[config.mk]
export PLATFORM = sky130hd
export DESIGN_NAME = sfifo_stream_adapter
export DESIGN_NICKNAME = d
export VERILOG_FILES = /design/src/rtl/qlf_fifo_pkg.sv /design/src/rtl/sfifo_skid_buf2.sv /design/src/rtl/sfifo_stream_adapter.sv
export SDC_FILE = /design/constraint.sdc
export NUM_CORES = 1
export LEC_CHECK = 0
export BUFFER_PORTS_ARGS = -buffer_cell sky130_fd_sc_hd__buf_2
export CAP_MARGIN = 25
export CORE_AREA = 2 2 92 94
export CTS_CLUSTER_DIAMETER = 150
export DETAILED_ROUTE_END_ITERATION = 16
export DIE_AREA = 0 0 94 96
export GPL_TIMING_DRIVEN = 1
export HOLD_SLACK_MARGIN = 0.06
export PLACE_DENSITY = 0.74
export SLEW_MARGIN = 5
export SYNTH_ARGS = -nofsm -noshare
export SYNTH_HDL_FRONTEND = slang
export SYNTH_SLANG_ARGS = --single-unit
export TNS_END_PERCENT = 100
[constraint.sdc]
create_clock -name clock0 -period 2.6 [get_ports clock0]
set_input_delay 0.39 -clock clock0 [delete_from_list [all_inputs] [get_ports clock0]]
set_output_delay 0.39 -clock clock0 [all_outputs]
set_load 0.1 [all_outputs]
[src/rtl/qlf_fifo_pkg.sv]
// rtl/qlf_fifo_pkg.sv - shared qlf FIFO types and constants
package qlf_fifo_pkg;

  typedef enum logic {
    RUN   = 1'b0,
    FLUSH = 1'b1
  } fsm_state_t;

  localparam int BUF_DEPTH = 2;

endpackage

[src/rtl/sfifo_skid_buf2.sv]
// rtl/sfifo_skid_buf2.sv - 2-entry register FIFO holding words returned by the upstream FIFO
module sfifo_skid_buf2
  import qlf_fifo_pkg::*;
#(
  parameter int DATA_WIDTH = 36
) (
  input  logic                  clk,
  input  logic                  reset_n,
  input  logic                  clear,
  input  logic                  wr,
  input  logic [DATA_WIDTH-1:0] wr_data,
  input  logic                  rd,
  output logic [DATA_WIDTH-1:0] rd_data,
  output logic [1:0]            occ
);

  logic [DATA_WIDTH-1:0] mem [BUF_DEPTH];
  logic                  wr_ptr;
  logic                  rd_ptr;

  always_ff @(posedge clk) begin
    if (!reset_n || clear) begin
      wr_ptr <= 1'b0;
      rd_ptr <= 1'b0;
      occ    <= 2'd0;
    end else begin
      if (wr) wr_ptr <= ~wr_ptr;
      if (rd) rd_ptr <= ~rd_ptr;
      occ <= occ + {1'b0, wr} - {1'b0, rd};
    end
  end

  // Data storage is deliberately left unreset; occupancy alone qualifies it.
  always_ff @(posedge clk) begin
    if (wr && !clear) mem[wr_ptr] <= wr_data;
  end

  assign rd_data = mem[rd_ptr];

endmodule

[src/rtl/sfifo_stream_adapter.sv]
// rtl/sfifo_stream_adapter.sv - turns a pop/dout synchronous FIFO read port into a valid/ready stream
module sfifo_stream_adapter
  import qlf_fifo_pkg::*;
#(
  parameter int DATA_WIDTH = 36,
  parameter int CNT_WIDTH  = 16
) (
  input  logic                  clock0,
  input  logic                  reset_n,
  input  logic [DATA_WIDTH-1:0] fifo_dout,
  input  logic                  fifo_empty,
  input  logic                  fifo_underrun,
  output logic                  fifo_pop,
  output logic                  fifo_flush,
  input  logic                  flush_req,
  output logic [DATA_WIDTH-1:0] m_data,
  output logic                  m_valid,
  input  logic                  m_ready,
  output logic [CNT_WIDTH-1:0]  word_count,
  output logic                  err_sticky,
  output logic                  busy
);

  fsm_state_t state;
  fsm_state_t state_next;
  logic       enter_flush;
  logic       inflight;
  logic [1:0] occ;
  logic       transfer;
  logic [2:0] committed;

  always_ff @(posedge clock0) begin
    if (!reset_n) state <= RUN;
    else          state <= state_next;
  end

  always_comb begin
    state_next  = state;
    enter_flush = 1'b0;
    fifo_flush  = 1'b0;
    case (state)
      RUN: begin
        if (flush_req) begin
          state_next  = FLUSH;
          enter_flush = 1'b1;
        end
      end
      FLUSH: begin
        fifo_flush = 1'b1;
        state_next = RUN;
      end
      default: state_next = RUN;
    endcase
  end

  // occ is cleared on entry to FLUSH, so m_valid is already low there.
  assign m_valid  = (occ != 2'd0);
  assign transfer = m_valid & m_ready;

  // Slots already spoken for after this edge; a new pop must still fit.
  assign committed = {1'b0, occ} + {2'b00, inflight} - {2'b00, transfer};
  assign fifo_pop  = reset_n & (state == RUN) & ~fifo_empty
                   & (committed < 3'(BUF_DEPTH));

  always_ff @(posedge clock0) begin
    if (!reset_n)         inflight <= 1'b0;
    else if (enter_flush) inflight <= 1'b0;
    else                  inflight <= fifo_pop;
  end

  always_ff @(posedge clock0) begin
    if (!reset_n)         word_count <= '0;
    else if (enter_flush) word_count <= '0;
    else if (transfer)    word_count <= word_count + 1'b1;
  end

  always_ff @(posedge clock0) begin
    if (!reset_n)           err_sticky <= 1'b0;
    else if (enter_flush)   err_sticky <= 1'b0;
    else if (fifo_underrun) err_sticky <= 1'b1;
  end

  sfifo_skid_buf2 #(
    .DATA_WIDTH (DATA_WIDTH)
  ) u_buf (
    .clk     (clock0),
    .reset_n (reset_n),
    .clear   (enter_flush),
    .wr      (inflight),
    .wr_data (fifo_dout),
    .rd      (transfer),
    .rd_data (m_data),
    .occ     (occ)
  );

  assign busy = m_valid | inflight | (state == FLUSH);

endmodule

# After elaboration in Yosys (flattened, before gate mapping)

Memories as Yosys holds them, arrays and structs flattened. A register that Yosys moved wholly into a read port is not among the register bits.
Index checks and enable logic that the tools add are counted.

Bits in registers: 23
Output and inout bits: 57
Logic and storage cells: 39
Memories kept: 1
Input port bits: 42
Memory bits (writable): 72

Memory list:

| name      | words | width | rd ports | clocked after memory_dff | write ports | RTL line              | text |
|---|---|---|---|---|---|---|---|
| u_buf.mem | 2     | 36    | 1        | 1                        | 1           | sfifo_skid_buf2.sv:17 | `logic [DATA_WIDTH-1:0] mem [BUF_DEPTH];` |

Mux-type cells: 8
Magnitude comparators: 1
Bitwise operators: 11
Reductions and logical operators: 6
$add $sub $neg: 5

Operators by type and width:

| cell                    | number |
|---|---|
| $add A16 B1 Y16 const B | 1 |
| $mux W1                 | 7 |
| $not A1 Y1              | 5 |
| $and A1 B1 Y1           | 4 |
| $add A2 B1 Y3           | 1 |
| $lt A3 B2 Y1 const B    | 1 |
| $sub A3 B1 Y3           | 1 |
| $add A2 B1 Y2           | 1 |
| $logic_not A1 Y1        | 2 |
| $or A1 B1 Y1            | 2 |
| $pmux W1 S2             | 1 |
| $reduce_bool A2 Y1      | 1 |
| $reduce_or A2 Y1        | 1 |
| $sub A2 B1 Y2           | 1 |
| $logic_and A1 B1 Y1     | 1 |
| $logic_or A1 B1 Y1      | 1 |

# Depth between registers and ports, before layout

Gate-level depths: netlist of the first run.

Word-level depth: 6
Depth in mapped cells: 9
Gate-level depth less buffers: 9

# Hierarchy

From an unflattened synthesis of the first run, not the netlist that was laid out.

Cell total of the unflattened synthesis: 235
Area, all modules: 3872.5 µm²

By module, submodules not included:

| module               | cells each | times used | area an instance (µm²) | seq. area each (µm²) |
|---|---|---|---|---|
| sfifo_skid_buf2      | 133        | 1          | 2965.3                 | 2262.2 |
| sfifo_stream_adapter | 102        | 1          | 907.1                  | 380.4 |

# Worst setup path before layout of the first run

OpenSTA, ideal clock, no wires.

Kind: flip-flop to flip-flop
Start: register u_buf.occ[0]
End: register inflight
Setup slack: -2.680 ns
Period minus slack after synthesis: 5.280 ns
Setup time: 0.076 ns
Cell stages (with the launch flop): 10
Buffers on the path: 0
Data required time: 2.524 ns
Data arrival time: 5.204 ns
Path through: dfxtp_1 > o21ai_2 > inv_1 > ha_1 > inv_1 > ha_1 > fa_1 > nor2_1 > nor4b_1 > and2_1

Longest elaborated chain between the ends: 5
Elaborated cells on any way between the ends: 6
Those cells by class: add/sub (2); order compare (1); bitwise (2); reduce/logical (1)

RTL lines:

| element                | RTL line                   | text |
|---|---|---|
| from (decl)            | sfifo_skid_buf2.sv:14      | `output logic [1:0] occ` |
| from (signal assigned) | sfifo_skid_buf2.sv:29      | `occ <= occ + {1'b0, wr} - {1'b0, rd};` |
| $reduce_bool A2 Y1     | sfifo_stream_adapter.sv:57 | `assign m_valid = (occ != 2'd0);` |
| $and A1 B1 Y1          | sfifo_stream_adapter.sv:58 | `assign transfer = m_valid & m_ready;` |
| via transfer           | sfifo_stream_adapter.sv:29 | `logic transfer;` |
| $sub A3 B1 Y3          | sfifo_stream_adapter.sv:61 | `assign committed = {1'b0, occ} + {2'b00, inflight} - {2'b00, transfer};` |
| via committed[1]       | sfifo_stream_adapter.sv:30 | `logic [2:0] committed;` |
| $lt A3 B2 Y1           | sfifo_stream_adapter.sv:63 | `& (committed < 3'(BUF_DEPTH));` |
| $and A1 B1 Y1          | sfifo_stream_adapter.sv:63 |  |
| via fifo_pop           | sfifo_stream_adapter.sv:13 | `output logic fifo_pop,` |
| to (signal assigned)   | sfifo_stream_adapter.sv:68 | `else inflight <= fifo_pop;` |
| to (decl)              | sfifo_stream_adapter.sv:27 | `logic inflight;` |

The timed path passes the listed nets, and every way through them passes these cells.
A chain may end at the register's enable or synchronous reset.

# Final worst setup path of the first run

Start: register u_buf.occ[1]
End: output fifo_pop

Longest elaborated chain between the ends: 5
Elaborated cells on any way between the ends: 6
Those cells by class: add/sub (2); order compare (1); bitwise (2); reduce/logical (1)

RTL lines:

| element            | RTL line |
|---|---|
| $reduce_bool A2 Y1 | sfifo_stream_adapter.sv:57 |
| $and A1 B1 Y1      | sfifo_stream_adapter.sv:58 |
| via transfer       | sfifo_stream_adapter.sv:29 |
| $sub A3 B1 Y3      | sfifo_stream_adapter.sv:61 |
| $lt A3 B2 Y1       | sfifo_stream_adapter.sv:63 |
| $and A1 B1 Y1      | sfifo_stream_adapter.sv:63 |
| to (decl)          | sfifo_stream_adapter.sv:13 |

The timed path passes the listed nets, and every way through them passes these cells.

==> reports/qor.csv, run 1 <==
stage,metric,value,unit
status,status,"complete, but fails checks",
status,failed_checks,setup timing,
detailed_routing,antenna_left,0,
timing,fmax,361,MHz
critical_path,cp_max_fo,2,
power,netSwitchingPower,0.842,mW
critical_path,end_kind,primary output,
cells_and_area,diodes,0,
critical_path,critical_path_buf_inv_count,3,
detailed_routing,wl_per_cell,14.2,µm
clock_tree,cts_tree,done,
detailed_routing,drc_errors,0,
grt,grt_usage,14.9,%
power,clkPwrFrac,31.7,%
detailed_routing,post_drt_via_cell_ratio,4.94,
min_path,hold_path.class,primary input to flip-flop,
cells_and_area,drive_gt1_share,50.0,%
yosys,yosys_warnings,0,
critical_path,worst_path_largest_cell_delay,360,ps
detailed_routing,drt_pre_antenna_iters,4,
critical_path,worstPathRequired,2210,ps
place,numPortBuffers,98,
clock_tree,clock_latency,350,ps
clock_tree,clockBufferDepth,2,
place,gp_routability_congestion,0.747,
critical_path,critPathSlowestCell,dfxtp_4,
flow_run,maxCapViolCount,0,
clock_tree,hold_buffers,0,
clock_tree,cts_max_level,3,
power,ir_drop,0.399,mV
timing,worstMarginPinSlew,667,ps
yosys,syn_avg_cell_area,15.6,µm²
power,p_sw_share,27.5,%
detailed_routing,first_iter_violations,62,
timing,fin_ws,-169,ps
timing,fin_crit_sh,107,%
grt,grt_pass1_vias,2090,
power,comb_power_share,13.3,%
grt,grt_pass1_wl,10100,µm
power,p_leak,1.73,nW
timing,skew,5.33,ps
power,intPower,2.22,mW
yosys,syn_area,0.00366,mm²
floorplanning,fp.dieH,96,µm
grt,grt_start_max_net_pins,37,
timing,hold_violations,0,
timing,maxSlewHeadroom,55.5,%
detailed_routing,routed_wl,6440,µm
yosys,synth_cells,234,
critical_path,arrival,2380,ps
floorplanning,initial_core_util,45.4,%
clock_tree,clkTransAtPathRegs,90,ps
clock_tree,clockRootBuffer,clkbuf_8,
floorplanning,ios,99,
timing,setup_viol,1,
yosys,synth_seq_cells,96,
yosys,ys_seq_area_share,72.3,%
timing,period_needed,2770,ps
cells_and_area,syn_to_final_growth,25.6,%
yosys,synth_ff_type,edfxtp_1,
timing,rsz0062_at_grt,yes,
power,seqPwrFrac,55.0,%
cells_and_area,final_area,0.00459,mm²
floorplanning,die_width,94,µm
clock_tree,clock-sinks,96,
yosys,synth_cell_types,31,
floorplanning,die_area,0.00902,mm²
timing,holdWs,220,ps
floorplanning,rows,33,
critical_path,cp_cell_sequence,"o21ai_4, inv_2, ha_4, inv_2, ha_4, fa_2, xnor2_2, nor4b_4, buf_12",
critical_path,critical_path_class,flip-flop to primary output,
power,powerDensity,667,mW/mm²
timing,slew_violations,0,
yosys,synth_nets,280,
detailed_routing,vias,2237,
grt,overflow,0,
critical_path,critPathTopFamily,adder cells,
place,place_area,0.00438,mm²
cells_and_area,num-nets-final,389,
grt,antenna_found_initial,0,
yosys,async_flop_share,0,%
clock_tree,numCtsBuffers,9,
place,post-dp-hpwl,4390,µm
critical_path,cp-start-kind,flip-flop,
yosys,synth_enable_flop_cells,72,
floorplanning,core,0.00805,mm²
area by class of cell:
type / count / area (µm²)
flip-flops and latches: 96 / 2650
fillers: 665 / 3460
multi-input cells: 124 / 1030
clock inverters: 7 / 81.3
well taps: 105 / 131
repair buffers: 104 / 551
inverters: 8 / 30.0
clock buffers: 9 / 124
cell usage in the layout (no fill, tap or decap), types with 5 or more instances in the layout:
| master | instances |
|---|---|
| or3_1 | 6 |
| inv_1 | 6 |
| buf_4 | 6 |
| nand2_1 | 8 |
| nor2_1 | 18 |
| mux2_2 | 36 |
| o21ai_0 | 5 |
| a21oi_1 | 6 |
| buf_2 | 97 |
| nand3_1 | 6 |
| dfxtp_1 | 21 |
| edfxtp_1 | 72 |
| xnor2_1 | 8 |
| clkbuf_8 | 9 |
path summary, 6_finish.rpt:
| check | start | endpoint | slack [ps] | cells after the start |
|---|---|---|---|---|
| max | u_buf.occ[1] | fifo_pop | -170 | 9 |
| min | fifo_dout[11] | u_buf.mem[0][11] | 220 | 1 |
| max reg2reg | u_buf.occ[1] | inflight | 570 | 9 |
| min reg2reg | err_sticky | err_sticky | 470 | 2 |
through the flow:
stage / std cells / total power [mW] / setup TNS, ps / utilization, % / setup slack (ps)
detailed placement: 436 / 2.13 / 0 / 54.4 / 26.8
CTS: 453 / 3.10 / -204 / 57.1 / -204
global route: 453 / 3.18 / -277 / 57.1 / -277
finish: 453 / 3.06 / -169 / 57.1 / -169
global placement: 436 / 2.12 / 0 / 54.4 / 54.0
floorplan: 234 / 2.04 / -929 / - / -512
state kept, by name, indices dropped and copies added, names as in the netlist, named ones only:
register and cells:
u_buf.mem 72, word_count 16, u_buf.occ 2, err_sticky 1, inflight 1, state 1, u_buf.rd_ptr 1, u_buf.wr_ptr 1
power groups by stage:
stage | clock network [mW] | registers [mW] | logic (mW)
after floorplan | 0 | 1.73 | 0.301
after global placement | 0 | 1.72 | 0.404
after detailed placement | 0 | 1.72 | 0.409
after CTS | 1.00 | 1.68 | 0.411
after global routing | 1.06 | 1.69 | 0.429
final | 0.970 | 1.68 | 0.408
cell families (layout without fill, tap and decap cells):
kind of cell,after synthesis,after routing,synth area share [%]
simple gates,56,56,8.04
compound gates,15,15,2.50
fa+ha+maj,4,4,1.57
buf+inv,14,128,1.44
flops,96,96,72.3
mux,36,36,11.1
xor+xnor,13,13,3.11
Yosys cell counts (2+ instances only):
master,number,area [µm²]
dfxtp_1,24,480
buf_1,3,11.3
and3_1,3,18.8
or3_1,6,37.5
clkbuf_1,3,11.3
a21oi_1,6,30.0
mux2_2,36,405
nor2_1,19,71.3
xor2_1,4,35.0
nand3_1,6,30.0
nand4_1,2,12.5
xnor2_1,9,78.8
or4_4,2,22.5
nor3_1,3,15.0
ha_1,3,37.5
inv_1,8,30.0
edfxtp_1,72,2160
nand2_1,8,30.0
o21ai_0,5,25.0
per-layer routing:
| metal | global-route usage [%] | up-vias | wire length, µm |
|---|---|---|---|
| met1 | 18.8 | 1064 | 2710 |
| met2 | 24.3 | 78 | 3140 |
| met4 | 6.52 | 0 | 112 |
| met5 | 0 | - | 0 |
| li1 | - | 1085 | - |
| met3 | 4.07 | 10 | 479 |
what timing repair did:
item	in CTS	in global routing
gates cloned	0	0
hold endpoints to repair	0	0
endpoints found under the setup margin	1	1
pin swaps	3	0
resized for setup	1	0
buffers inserted	1	0
Power figures use the tool's default switching activity.
==> run 2: changes to the inputs <==
--- a/config.mk
+++ b/config.mk
@@ -5,12 +5,13 @@
 export SDC_FILE = /design/constraint.sdc
 export NUM_CORES = 1
 export LEC_CHECK = 0
+export ABC_AREA = 1
 export BUFFER_PORTS_ARGS = -buffer_cell sky130_fd_sc_hd__buf_2
 export CAP_MARGIN = 25
-export CORE_AREA = 2 2 92 94
+export CORE_AREA = 2 2 93 95
 export CTS_CLUSTER_DIAMETER = 150
 export DETAILED_ROUTE_END_ITERATION = 16
-export DIE_AREA = 0 0 94 96
+export DIE_AREA = 0 0 95 97
 export GPL_TIMING_DRIVEN = 1
 export HOLD_SLACK_MARGIN = 0.06
 export PLACE_DENSITY = 0.74
==> run 2 against run 1 <==
The run still ends with setup timing left; critical path type unchanged; setup slack gained 110 ps; sequential cell count is the same; combinational power shrank 32%; largest power group unchanged; die area grew 2.1%.
==> reports/qor.csv, run 2 <==
stage,metric,value,unit,change
grt,grt_pass1_wl,11000,µm,+8.6%
detailed_routing,drc_errors,0,,unchanged
detailed_routing,antenna_left,0,,unchanged
power,finalPower,3.01,mW,-1.7%
timing,fin_crit_sh,102,%,-4.1 points
critical_path,critical_path_class,flip-flop to primary output,,
yosys,synth_nets,321,,+15%
timing,rsz0062_at_grt,yes,,
timing,fmax,376,MHz,+4.0%
yosys,synth_enable_flop_cells,72,,unchanged
grt,grt_start_max_net_pins,31,,-16%
yosys,synth_common_cells,"edfxtp_1, mux2_2, nand2_1",,
yosys,synth_ff_type,edfxtp_1,,
critical_path,cpMostUsedCell,ha_4,,
place,gp_routability_congestion,0.802,,+7.3%
timing,maxSlewHeadroom,63.6,%,+8.2 points
cells_and_area,largestRegisters,"u_buf.mem x72, word_count x16, u_buf.occ x2",,
timing,skew,5.69,ps,+0.359 ps
cells_and_area,diodes,0,,unchanged
floorplanning,fp.dieH,97,µm,+1.0%
clock_tree,clock-sinks,96,,unchanged
timing,fin_ws,-62.5,ps,+107 ps
yosys,ys_top_cells_by_area,"edfxtp_1, dfxtp_1, mux2_2",,
grt,grt_pass1_vias,2456,,+18%
critical_path,critPathSlowestCell,fa_2,,
grt,grt_usage,15.3,%,+0.39 points
yosys,ys_seq_area_share,69.9,%,-2.3 points
timing,hold_violations,0,,unchanged
yosys,syn_avg_cell_area,13.7,µm²,-12%
cells_and_area,regMostFlops,u_buf.mem,,
place,post-dp-hpwl,4750,µm,+8.4%
cells_and_area,n_fill_cell,678,,+2.0%
floorplanning,die_area,0.00922,mm²,+2.1%
yosys,synth_top_cell_by_area,edfxtp_1,,
floorplanning,initial_core_util,46.5,%,+1.0 points
power,powerDensity,629,mW/mm²,-5.6%
place,dp_slack,62.2,ps,+35.4 ps
cells_and_area,num-nets-final,434,,+12%
clock_tree,cts_max_level,3,,unchanged
timing,period_needed,2660,ps,-107 ps
power,ir_drop,0.264,mV,-34%
clock_tree,clockRootBuffer,clkbuf_8,,
timing,setup_viol,1,,unchanged
yosys,synth.most_common_cell,edfxtp_1,,
yosys,synth_cell_types,27,,-13%
critical_path,cp-startpoint,u_buf.occ[0],,
critical_path,cp-endpoint,fifo_pop,,
clock_tree,cts_tree,done,,
critical_path,cp-start-kind,flip-flop,,
cells_and_area,final_cell_count_no_fill,498,,+9.9%
critical_path,worst_path_largest_cell_delay,530,ps,+170 ps
clock_tree,numCtsBuffers,9,,unchanged
place,dp_cells,478,,+9.6%
critical_path,reg2regPathDepth,11,,+2
status,status,"complete, but fails checks",,
timing,worstMarginPinSlew,544,ps,-123 ps
cells_and_area,largest_register_ffs,72,,unchanged
yosys,synth_cells,275,,+18%
min_path,hold_path.class,primary input to flip-flop,,
yosys,synth_seq_cells,96,,unchanged
detailed_routing,first_iter_violations,42,,-32%
cells_and_area,final_common_cell,buf_2,,
yosys,yosysTopAreaCellShare,57.2,%,-1.9 points
place,numPortBuffers,98,,unchanged
detailed_routing,wl_per_cell,13.4,µm,-5.9%
critical_path,end_kind,primary output,,
critical_path,arrival,2270,ps,-110 ps
yosys,syn_area,0.00378,mm²,+3.3%
status,failed_checks,setup timing,,
clock_tree,clkTransAtPathRegs,90,ps,about the same
grt,overflow,0,,unchanged
critical_path,worst_r2r_startpoint,u_buf.occ[0],,
cells_and_area,final_cell_mix,"buf_2, edfxtp_1, mux2_2",,
yosys,yosys_warnings,0,,unchanged
floorplanning,ios,99,,unchanged
detailed_routing,vias,2412,,+7.8%
cells_and_area,syn_to_final_growth,26.6,%,
detailed_routing,drt_pre_antenna_iters,4,,unchanged
critical_path,r2r_end,inflight,,
floorplanning,rows,33,,unchanged
floorplanning,die_width,95,µm,+1.1%
detailed_routing,routed_wl,6670,µm,+3.5%
clock_tree,hold_buffers,0,,unchanged
yosys,async_flop_share,0,%,unchanged
clock_tree,clockBufferDepth,2,,unchanged
critical_path,worstPathRequired,2210,ps,about the same
timing,slew_violations,0,,unchanged
floorplanning,core,0.00813,mm²,+1.0%
min_path,hold_start,fifo_dout[10],,
critical_path,cp_cell_sequence,"nor2_4, nor2_8, ha_4, inv_2, ha_4, fa_2, nor2_1, nand2_2, clkinvlp_4, buf_12",,
clock_tree,clock_latency,350,ps,about the same
cells_and_area,drive_gt1_share,47.3,%,-2.7 points
critical_path,r2r_slack,670,ps,+100 ps
power,p_leak,1.84,nW,+6.4%
critical_path,cp_max_fo,2,,unchanged
detailed_routing,post_drt_via_cell_ratio,4.84,,-1.9%
flow_run,maxCapViolCount,0,,unchanged
grt,antenna_found_initial,0,,unchanged
==> run 2: kinds of logic after synthesis <==
| logic type | share of synthesized area (%) |
|---|---|
| DFF | 69.9 |
| and+or+nand+nor | 11.4 |
| muxes | 10.7 |
| buffers and inverters | 3.31 |
| AOI/OAI and AO/OA | 2.91 |
| adders and majority gates | 1.52 |
| xor gates and xnor gates | 0.232 |
==> run 2: what timing repair did <==
item | CTS | global route
setup endpoints to repair | 1 | 1
pin swaps | 6 | 5
hold endpoints to repair | 0 | 0
resized for setup | 7 | 3
buffers inserted | 3 | 1
==> run 2: how the worst min path moves through the flow <==
stage                             to  slack, ps  cells after the start
floorplan                  flip-flop        430                      1
global placement           flip-flop        430                      1
detailed placement      u_buf.rd_ptr        440                      1
CTS                 u_buf.mem[0][10]        200                      1
global route        u_buf.mem[1][10]        200                      1
finish              u_buf.mem[1][10]        220                      1
==> run 2: critical path, delay by kind of cell, from the launching register on <==
family        cells  cell delay, ps
fa+ha+maj         3             930
simple gates      4             360
flops             1             340
buf+inv           3             310
==> run 2: through the flow <==
stage | util, % | instance area [µm²] | hold WS [ps] | setup TNS [ps]
after floorplan | - | 3800 | 425 | 0
after global placement | 55.2 | 4490 | 431 | 0
after detailed placement | 55.2 | 4490 | 442 | 0
after CTS | 58.6 | 4770 | 196 | -185
after global routing | 58.8 | 4780 | 197 | -160
final | 58.8 | 4780 | 219 | -62.5
==> run 2: routing by layer <==
metal  share of wire (%)  vias up  global-route usage (%)
met3                 7.0       10                    3.82
met2                  50       76                    26.7
li1                    -     1186                       -
met5                   0        -                       0
met4                 1.4        0                    6.13
met1                  41     1140                    17.6
==> run 2: area by class of cell <==
cell class	instances	area, µm²	area share (%)
multi-input combinational	148	1070	22.3
clock inverter	7	101	2.12
clock buffer	9	124	2.59
inverter	26	101	2.12
tap	105	131	2.75
timing repair buffer	107	611	12.8
sequential	96	2650	55.4
==> run 2: where the power goes <==
part	total [mW]	switching, mW	internal, mW
clock network	1.07	0.516	0.553
registers	1.67	0.00724	1.66
logic	0.277	0.205	0.0717
total	3.01	0.729	2.28
==> run 3: changes to the inputs <==
--- a/config.mk
+++ b/config.mk
@@ -8,10 +8,10 @@
 export ABC_AREA = 1
 export BUFFER_PORTS_ARGS = -buffer_cell sky130_fd_sc_hd__buf_2
 export CAP_MARGIN = 25
-export CORE_AREA = 2 2 93 95
+export CORE_AREA = 2 2 130 69
 export CTS_CLUSTER_DIAMETER = 150
 export DETAILED_ROUTE_END_ITERATION = 16
-export DIE_AREA = 0 0 95 97
+export DIE_AREA = 0 0 132 71
 export GPL_TIMING_DRIVEN = 1
 export HOLD_SLACK_MARGIN = 0.06
 export PLACE_DENSITY = 0.74
==> run 3 against run 2 <==
Sequential cell count did not move; largest cell class unchanged; the flow still finishes with violations (setup timing); worst hold slack improved by 24 ps; first-iteration DRC count rose by 140%; fmax rose by 0.39%; non-clock buffer count rose by 5; combinational power rose by 4%; power rose by 9.3%; clock-buffer cell count rose by 3; design area rose by 2.6%; clock power rose by 24%; global-route usage rose by 1.5 points.
==> reports/qor.csv, run 3 (synthesis results as in run 2) <==
stage,metric,value,unit,change
clock_tree,cts_max_level,3,,unchanged
grt,antenna_found_initial,0,,unchanged
grt,grt_pass1_vias,2398,,-2.4%
clock_tree,hold_buffers,0,,unchanged
critical_path,arrival,2260,ps,about the same
clock_tree,clock_latency,330,ps,-20 ps
min_path,holdPathStages,1,,unchanged
detailed_routing,routed_wl,7590,µm,+14%
grt,grt_usage,16.8,%,+1.5 points
power,clkPwrFrac,40.5,%,+5.0 points
grt,grt_pass1_wl,11800,µm,+8.1%
detailed_routing,drc_errors,0,,unchanged
place,post-dp-hpwl,5270,µm,+11%
cells_and_area,num-nets-final,439,,+1.2%
cells_and_area,n_fill_cell,669,,-1.3%
cells_and_area,syn_to_final_growth,29.9,%,
clock_tree,clkTransAtPathRegs,60,ps,-30 ps
clock_tree,clockBufferDepth,2,,unchanged
floorplanning,die_width,132,µm,+39%
timing,worstMarginPinSlew,522,ps,-22.3 ps
cells_and_area,largestRegisters,"u_buf.mem x72, word_count x16, u_buf.occ x2",,
clock_tree,clockRootBuffer,clkbuf_16,,
power,comb_power_share,8.8,%,-0.4 points
flow_run,maxCapViolCount,0,,unchanged
place,gp_routability_congestion,0.876,,+9.1%
detailed_routing,top_layer,met4,,
power,intPower,2.54,mW,+11%
detailed_routing,first_iter_violations,101,,+140%
floorplanning,die_area,0.00937,mm²,+1.7%
grt,grt_start_max_net_pins,22,,-29%
detailed_routing,dr_wl_met3,524,µm,+11%
timing,fin_crit_sh,102,%,-0.40 points
power,p_leak,1.90,nW,+3.2%
clock_tree,cts_tree,done,,
power,powerDensity,670,mW/mm²,+6.5%
detailed_routing,antenna_left,0,,unchanged
status,status,"complete, but fails checks",,
detailed_routing,drt_pre_antenna_iters,4,,unchanged
critical_path,worstPathRequired,2210,ps,about the same
power,seqPwrFrac,50.7,%,-4.6 points
power,finalPower,3.29,mW,+9.3%
floorplanning,ios,99,,unchanged
power,p_sw_share,22.9,%,-1.3 points
floorplanning,initial_core_util,45.4,%,-1.0 points
cells_and_area,final_common_cell,buf_2,,
timing,hold_violations,0,,unchanged
critical_path,cp_max_fo,2,,unchanged
grt,overflow,0,,unchanged
detailed_routing,wl_per_cell,14.7,µm,+10%
timing,rsz0062_at_grt,yes,,
status,failed_checks,setup timing,,
power,ir_drop,0.407,mV,+54%
timing,setup_viol,1,,unchanged
place,numPortBuffers,98,,unchanged
power,netSwitchingPower,0.753,mW,+3.4%
min_path,hold_path.class,primary input to flip-flop,,
clock_tree,numCtsBuffers,9,,unchanged
timing,maxSlewHeadroom,65.1,%,+1.5 points
clock_tree,clock-sinks,96,,unchanged
critical_path,cp-start-kind,flip-flop,,
detailed_routing,wl_met1,3570,µm,+30%
timing,slew_violations,0,,unchanged
timing,fin_ws,-52.1,ps,+10.4 ps
cells_and_area,regMostFlops,u_buf.mem,,
floorplanning,fp.dieH,71,µm,-27%
floorplanning,core,0.00832,mm²,+2.3%
cells_and_area,final_area,0.00491,mm²,+2.6%
cells_and_area,drive_gt1_share,47.7,%,+0.41 points
detailed_routing,vias,2480,,+2.8%
timing,period_needed,2650,ps,-10.4 ps
place,place_area,0.00449,mm²,about the same
critical_path,reg2regPathDepth,14,,+3
detailed_routing,wl_met2,3430,µm,+2.2%
detailed_routing,post_drt_via_cell_ratio,4.82,,-0.57%
cells_and_area,largest_register_ffs,72,,unchanged
timing,skew,7.12,ps,+1.43 ps
floorplanning,rows,24,,-27%
critical_path,end_kind,primary output,,
critical_path,critical_path_class,flip-flop to primary output,,
cells_and_area,diodes,0,,unchanged
timing,fmax,377,MHz,+0.39%
cells_and_area,final_cell_mix,"buf_2, edfxtp_1, mux2_2",,
[run 3: timing repair]
item                                    4_1_cts  5_1_grt
endpoints found under the setup margin        1        1
setup buffers                                 7        2
gates resized for setup                       7        4
pin swaps                                     5        4
hold endpoints to repair                      0        0
[run 3: layout make-up]
cell class                 instances  area, µm²  area share (%)
sequential                        96       2650            54.0
multi-input combinational        148       1070            21.8
clock inverter                     4       51.3            1.04
timing repair buffer             112        636            12.9
tap                              117        146            2.98
inverter                          26        101            2.06
clock buffer                      12        256            5.22
[run 3: worst paths after layout]
kind                 startpoint                to  slack (ps)
setup / recovery   u_buf.occ[1]          fifo_pop         -50
hold / removal    fifo_dout[23]  u_buf.mem[1][23]         240
setup reg to reg   u_buf.occ[1]          inflight         310
hold reg to reg    u_buf.rd_ptr         flip-flop         450
[run 3: stage by stage]
stage               instances  worst slack (ps)  hold slack [ps]  TNS (ps)  utilization, %
floorplan                 275              11.8              425         0               -
global route              515              -139              224      -139            59.0
finish                    515             -52.1              243     -52.1            59.0
detailed placement        490              78.3              445         0            54.0
CTS                       513              -138              225      -138            58.7
global placement          490              81.9              431         0            54.0
[run 3: critical path, stage by stage, from the launching register on]
cell and delay (ps):
dfxtp_4 360, nor2_4 140, nor2_8 50, ha_4 250, inv_2 40, ha_4 150, fa_2 540, nor2_2 50
nand2_2 80, clkinvlp_4 100, buf_12 170
[run 3: power by group through the flow]
stage / logic [mW] / clock network, mW / registers, mW
detailed placement: 0.271 / 0 / 1.70
CTS: 0.283 / 1.37 / 1.67
floorplan: 0.180 / 0 / 1.72
global placement: 0.266 / 0 / 1.70
finish: 0.289 / 1.33 / 1.67
global route: 0.303 / 1.43 / 1.67
[run 3: per-layer routing]
metal | track usage, % | vias up
li1 | - | 1195
met1 | 22.3 | 1182
met2 | 26.2 | 95
met3 | 6.45 | 8
met4 | 4.23 | 0
met5 | 0 | -
